`src/rtl/ifu_fetch_pkg.sv`:
```
// Shared opcodes and state encoding for the instruction fetch unit.
package ifu_fetch_pkg;

  localparam logic [6:0] OPCODE_JAL  = 7'b1101111;
  localparam logic [6:0] OPCODE_JALR = 7'b1100111;

  typedef enum logic [2:0] {
    ST_IDLE,
    ST_REQ,
    ST_WAIT_RSP,
    ST_DROP,
    ST_WAIT_JALR,
    ST_HALT
  } ifu_state_e;

endpackage

```
`src/rtl/ifu_minidec.sv`:
```
// Combinational mini-decode: flags JAL/JALR and extracts the J-type immediate.
module ifu_minidec
  import ifu_fetch_pkg::*;
#(
  parameter int PC_SIZE    = 32,
  parameter int INSTR_SIZE = 32
) (
  input  logic [INSTR_SIZE-1:0] instr,
  output logic                  is_jal,
  output logic                  is_jalr,
  output logic [PC_SIZE-1:0]    j_imm
);

  logic unused_rd;

  assign is_jal    = (instr[6:0] == OPCODE_JAL);
  assign is_jalr   = (instr[6:0] == OPCODE_JALR);
  assign j_imm     = {{(PC_SIZE-20){instr[31]}}, instr[19:12], instr[20], instr[30:21], 1'b0};
  assign unused_rd = ^instr[11:7];

endmodule

```
`src/rtl/ifu_fetch.sv`:
```
// Instruction fetch unit: owns the PC, issues one outstanding fetch at a time and
// buffers a single instruction (with PC, prediction and fault) for decode.
module ifu_fetch
  import ifu_fetch_pkg::*;
#(
  parameter int                 PC_SIZE    = 32,
  parameter int                 INSTR_SIZE = 32,
  parameter logic [PC_SIZE-1:0] RESET_PC   = 32'h8000_0000
) (
  input  logic                  clk,
  input  logic                  rst,
  output logic                  ifu_req_valid,
  input  logic                  ifu_req_ready,
  output logic [PC_SIZE-1:0]    ifu_req_addr,
  input  logic                  ifu_rsp_valid,
  output logic                  ifu_rsp_ready,
  input  logic [INSTR_SIZE-1:0] ifu_rsp_instr,
  input  logic                  ifu_rsp_err,
  output logic                  o_ir_valid,
  input  logic                  o_ir_ready,
  output logic [INSTR_SIZE-1:0] o_ir_instr,
  output logic [PC_SIZE-1:0]    o_ir_pc,
  output logic                  o_prdt_taken,
  output logic                  o_ir_err,
  input  logic                  exu_redirect_valid,
  input  logic [PC_SIZE-1:0]    exu_redirect_pc
);

  localparam logic [PC_SIZE-1:0] ALIGN_MASK = ~PC_SIZE'(3);

  ifu_state_e              state_q, state_d;
  logic [PC_SIZE-1:0]      pc_q, pc_d;
  logic                    ir_valid_q, ir_valid_d;
  logic [INSTR_SIZE-1:0]   ir_instr_q, ir_instr_d;
  logic [PC_SIZE-1:0]      ir_pc_q, ir_pc_d;
  logic                    prdt_q, prdt_d;
  logic                    ir_err_q, ir_err_d;

  logic                    is_jal, is_jalr;
  logic [PC_SIZE-1:0]      j_imm;
  logic                    redirect;
  logic                    rsp_hs;
  logic                    ir_load;
  logic                    unused_redir_lo;

  ifu_minidec #(
    .PC_SIZE    (PC_SIZE),
    .INSTR_SIZE (INSTR_SIZE)
  ) u_minidec (
    .instr   (ifu_rsp_instr),
    .is_jal  (is_jal),
    .is_jalr (is_jalr),
    .j_imm   (j_imm)
  );

  assign unused_redir_lo = ^exu_redirect_pc[1:0];

  always_comb begin
    state_d       = state_q;
    pc_d          = pc_q;
    ir_valid_d    = ir_valid_q;
    ir_instr_d    = ir_instr_q;
    ir_pc_d       = ir_pc_q;
    prdt_d        = prdt_q;
    ir_err_d      = ir_err_q;
    ifu_req_valid = 1'b0;
    ifu_rsp_ready = 1'b0;
    rsp_hs        = 1'b0;
    ir_load       = 1'b0;
    redirect      = exu_redirect_valid && (state_q != ST_IDLE);

    case (state_q)
      ST_IDLE: state_d = ST_REQ;
      ST_REQ: begin
        ifu_req_valid = 1'b1;
        // An accept coinciding with a redirect still leaves a response in flight.
        if (redirect)           state_d = ifu_req_ready ? ST_DROP : ST_REQ;
        else if (ifu_req_ready) state_d = ST_WAIT_RSP;
      end
      ST_WAIT_RSP: begin
        ifu_rsp_ready = ~ir_valid_q | o_ir_ready;
        rsp_hs        = ifu_rsp_valid & ifu_rsp_ready;
        if (redirect) begin
          state_d = rsp_hs ? ST_REQ : ST_DROP;
        end else if (rsp_hs) begin
          ir_load = 1'b1;
          if (ifu_rsp_err) begin
            state_d = ST_HALT;
          end else if (is_jal) begin
            pc_d    = (pc_q + j_imm) & ALIGN_MASK;
            state_d = ST_REQ;
          end else if (is_jalr) begin
            state_d = ST_WAIT_JALR;
          end else begin
            pc_d    = pc_q + PC_SIZE'(4);
            state_d = ST_REQ;
          end
        end
      end
      ST_DROP: begin
        ifu_rsp_ready = 1'b1;
        if (ifu_rsp_valid) state_d = ST_REQ;
      end
      ST_WAIT_JALR, ST_HALT: begin
        if (redirect) state_d = ST_REQ;
      end
      default: state_d = ST_IDLE;
    endcase

    if (redirect) pc_d = exu_redirect_pc & ALIGN_MASK;

    if (redirect)        ir_valid_d = 1'b0;
    else if (ir_load)    ir_valid_d = 1'b1;
    else if (o_ir_ready) ir_valid_d = 1'b0;

    if (ir_load) begin
      ir_instr_d = ifu_rsp_instr;
      ir_pc_d    = pc_q;
      prdt_d     = is_jal & ~ifu_rsp_err;
      ir_err_d   = ifu_rsp_err;
    end
  end

  always_ff @(posedge clk) begin
    if (rst) begin
      state_q    <= ST_IDLE;
      pc_q       <= RESET_PC;
      ir_valid_q <= 1'b0;
      ir_instr_q <= '0;
      ir_pc_q    <= '0;
      prdt_q     <= 1'b0;
      ir_err_q   <= 1'b0;
    end else begin
      state_q    <= state_d;
      pc_q       <= pc_d;
      ir_valid_q <= ir_valid_d;
      ir_instr_q <= ir_instr_d;
      ir_pc_q    <= ir_pc_d;
      prdt_q     <= prdt_d;
      ir_err_q   <= ir_err_d;
    end
  end

  assign ifu_req_addr = pc_q;
  assign o_ir_valid   = ir_valid_q;
  assign o_ir_instr   = ir_instr_q;
  assign o_ir_pc      = ir_pc_q;
  assign o_prdt_taken = prdt_q;
  assign o_ir_err     = ir_err_q;

endmodule

```
`config.mk`:
```
export PLATFORM = sky130hd
export DESIGN_NAME = ifu_fetch
export DESIGN_NICKNAME = d
export VERILOG_FILES = /design/src/rtl/ifu_fetch_pkg.sv /design/src/rtl/ifu_minidec.sv /design/src/rtl/ifu_fetch.sv
export SDC_FILE = /design/constraint.sdc
export NUM_CORES = 1
export LEC_CHECK = 0
export BUFFER_PORTS_ARGS = -buffer_cell sky130_fd_sc_hd__buf_2
export CORE_ASPECT_RATIO = 1.5
export CORE_MARGIN = 5
export CORE_UTILIZATION = 50
export CTS_BUF_LIST = sky130_fd_sc_hd__clkbuf_4 sky130_fd_sc_hd__clkbuf_8
export DETAILED_ROUTE_END_ITERATION = 8
export GPL_TIMING_DRIVEN = 0
export PLACE_DENSITY = 0.77
export SYNTH_ARGS = -nofsm -noshare
export SYNTH_HDL_FRONTEND = slang
export SYNTH_SLANG_ARGS = --single-unit
```
`constraint.sdc`:
```
create_clock -name clk -period 3.8 [get_ports clk]
set_clock_uncertainty 0.15 [all_clocks]
set_input_delay 0.19 -clock clk [delete_from_list [all_inputs] [get_ports clk]]
set_output_delay 0.19 -clock clk [all_outputs]
set_load 0.1 [all_outputs]
```
==> summary.md <==
| Metric | Value |
|---|---|
| Status | `finished clean` |
| Worst hold path depth | `3` |
| CTS clk-pin slew, worst paths | `120 ps` |
| Antenna violations before repair | `0` |
| Reg2reg path depth | `10` |
| CTS tree | `built` |
| Startpoint Class | `register` |
| TritonCTS buffer count | `9` |
| Hold wc startpoint | `exu_redirect_pc[15]` |
| Fin crit share | `95.8%` |
| Post-synthesis register bit count | `102` |
| Core box area | `12400 sq um` |
| Metal2 WL | `11500 um` |
| Vias in the first global route | `6969` |
| DIE AREA | `14900 sq um` |
| Number of flops mapped to enable cells by yosys | `0` |
| Final hold violation count | `0` |
| CP Class | `register to register` |
| Power density cells | `369 nW/um^2` |
| Critical path peak fanout | `10` |
| Total gr overflow | `0` |
| Final Util | `64.3%` |
| Die width | `101 um` |
| P&R area growth vs syn | `27.6%` |
| Async S/R FF share, synth | `0%` |
| Routed wl met3 | `1910 um` |
| Max VDD drop | `0.000235 V` |
| WL per Instance | `18.9 um` |
| R2r setup slk | `160 ps` |
| First-pass GRT wire length | `35800 um` |
| Drt via density | `5.95` |
| Htree depth | `3` |
| Routed via count | `7359` |
| RSZ-0062 raised after global routing | `false` |
| Prevailing post-synth register cell | `dfxtp_1` |
| Commonest cells after routing, fill and taps aside | `nand2_1, buf_2, a21oi_1, dfxtp_1, nor2_1` |
| Slew headroom | `29.9%` |
| Pleak | `0.00339 uW` |
| Wire length on met1 | `8540 um` |
| Share of cells above drive strength 1 | `19.4%` |
| # IOs | `172` |
| Clock sinks | `102` |
| Routed Antenna Nets | `0` |
| Worst Path Required | `3930 ps` |
| Post-route minimum period | `3640 ps` |
| Hpwl dp | `17400 um` |
| Rows | `50` |
| Design area | `7960 sq um` |
| Largest net degree at the start of global routing | `21` |
| Syn_nets | `950` |
| RePlAce Congestion | `0.938` |
| Post-Synthesis Cells | `848` |
| Unique masters post-synth | `63` |
| Setup violations, final | `0` |
| Layout Nets | `1177` |
| Multi-input logic area | `3940 sq um` |
| Worst min-delay path endpoint | `ifu_req_addr[15]` |
| Buffers added on ports | `168` |
| Final wirelength | `23400 um` |
| Post-CTS setup buffer count | `0` |
| Sequential-to-total area share from yosys stat | `32.7%` |
| CTS max path bufs | `2` |
| Fill cells | `1160` |
| Register area | `2040 sq um` |
| Crit end category | `register` |
| Post-synthesis cell area | `6240 sq um` |
| Worst EP arrival | `3770 ps` |
| Pwr Total | `2940 uW` |
| Max-slew violations | `0` |
| DRT Pass-1 Iters | `7` |
| CTS root buf | `clkbuf_8` |
| Least-Margin Pin Slew | `1040 ps` |
| Max_cap viols | `0` |
| Initial core utilization | `50.4%` |
| Syn. warnings | `0` |
| Post-Route Setup TNS | `0 ps` |
| Skew-Pair Late Insertion Delay | `390 ps` |
| Reg-to-Reg End | `ifu_req_addr[31]` |
| Post-route DRC | `0` |
| GRT Util Overall | `30.6%` |
| Ant diodes | `0` |
| DP Area | `7280 sq um` |
| Maximum clock rate | `275 MHz` |
| Commonest non-fill, non-tap cell in the layout | `nand2_1` |
| Hold crit path type | `input port to register` |
| Worst R2R Start | `ifu_req_addr[2]` |
| Die Y | `147 um` |
| DR top layer | `met4` |
| Drt initial violations | `588` |
| Syn Area/Cell | `7.36 sq um` |
[critical path, stage by stage (launching register included)]
cell and delay (ps):
dfxtp_1 610, fa_1 350, a211oi_2 120, o211ai_2 270, a31oi_1 180, a31oi_1 290, o22ai_1 210, o41ai_1 810
xor2_1 220, mux2i_1 230, a32oi_1 70
[routing by layer]
metal  vias up  global-route usage (%)
met5         -                       0
met4         0                    17.8
met3       105                    4.66
met2       419                    52.8
met1      3376                    35.0
li1       3459                       -
[cell usage after synthesis, types with 3 or more instances]
| library cell | n | area, sq um |
|---|---|---|
| or3_1 | 7 | 43.8 |
| and3_1 | 10 | 62.6 |
| nand3_1 | 16 | 80.1 |
| nor3_1 | 17 | 85.1 |
| a221oi_1 | 14 | 123 |
| clkbuf_1 | 41 | 154 |
| dfxtp_1 | 102 | 2040 |
| inv_1 | 13 | 48.8 |
| buf_2 | 5 | 25.0 |
| o21ai_0 | 44 | 220 |
| o21ai_1 | 4 | 20.0 |
| xor2_1 | 14 | 123 |
| mux2i_1 | 3 | 30.0 |
| a31oi_1 | 6 | 37.5 |
| nor2_1 | 61 | 229 |
| nor2b_1 | 4 | 25.0 |
| o211ai_1 | 7 | 52.6 |
| nand2_1 | 185 | 694 |
| a2111oi_2 | 3 | 45.0 |
| ha_1 | 30 | 375 |
| nand4_1 | 8 | 50.1 |
| o31ai_1 | 3 | 22.5 |
| or2_2 | 5 | 31.3 |
| a21oi_1 | 131 | 656 |
| a22oi_1 | 5 | 37.5 |
| o21a_1 | 4 | 30.0 |
| a211oi_1 | 15 | 113 |
| a21o_1 | 15 | 113 |
| xnor2_1 | 28 | 245 |
| and2_1 | 4 | 25.0 |
[how the worst max path moves through the flow]
stage                      start          endpoint  slack [ps]  depth (start not counted)
4_1_cts        ifu_rsp_instr[21]  ifu_req_addr[27]         180                         12
2_1_floorplan    ifu_req_addr[9]  ifu_req_addr[30]         330                         11
6_report         ifu_req_addr[2]  ifu_req_addr[31]         160                         10
3_3_place_gp     ifu_req_addr[1]  ifu_req_addr[27]         250                         10
5_1_grt          ifu_req_addr[4]  ifu_req_addr[31]          40                         10
3_5_place_dp     ifu_req_addr[1]  ifu_req_addr[27]         220                         10
[where the power goes]
part / switching (uW) / total [uW] / internal (uW)
registers: 91.1 / 1200 / 1110
clock network: 454 / 712 / 258
logic: 717 / 1020 / 307
[through the flow]
step           cells  setup WS [ps]  hold slack, ps
2_1_floorplan    848            332             176
3_3_place_gp    1172            252             283
3_5_place_dp    1172            216             288
4_1_cts         1236            179           0.337
5_1_grt         1236           39.0            6.53
6_report        1236            158            8.61
[final cells by class]
class,count,share of cell area [%]
Clock buffer,9,1.56
Clock inverter,7,0.943
Timing Repair Buffer,216,16.6
Multi-Input combinational cell,682,49.5
Inverter,13,0.613
Buffer,51,2.67
Tap cell,156,2.45
Sequential cell,102,25.6
[flip-flops by register name (all words and copies together) (netlist names)]
register,cells
ifu_req_addr,32
o_ir_instr,32
o_ir_pc,32
state_q,3
o_ir_err,1
o_ir_valid,1
o_prdt_taken,1
[repair_timing]
action / 4_1_cts / 5_1_grt
endpoints found under the hold margin: 48 / 0
setup endpoints to repair: 0 / 4
hold buffers: 48 / 0
gates resized for setup: 0 / 1
[logic make-up after synthesis]
logic type	count (synthesis)	share of synthesized area (%)
buf+inv	64	4.19
compound gates	271	26.3
flops	102	32.7
simple gates	335	24.1
fa+ha+maj	31	6.34
mux	3	0.481
xor+xnor	42	5.89
Note: power is estimated with default switching activity, not from simulation.
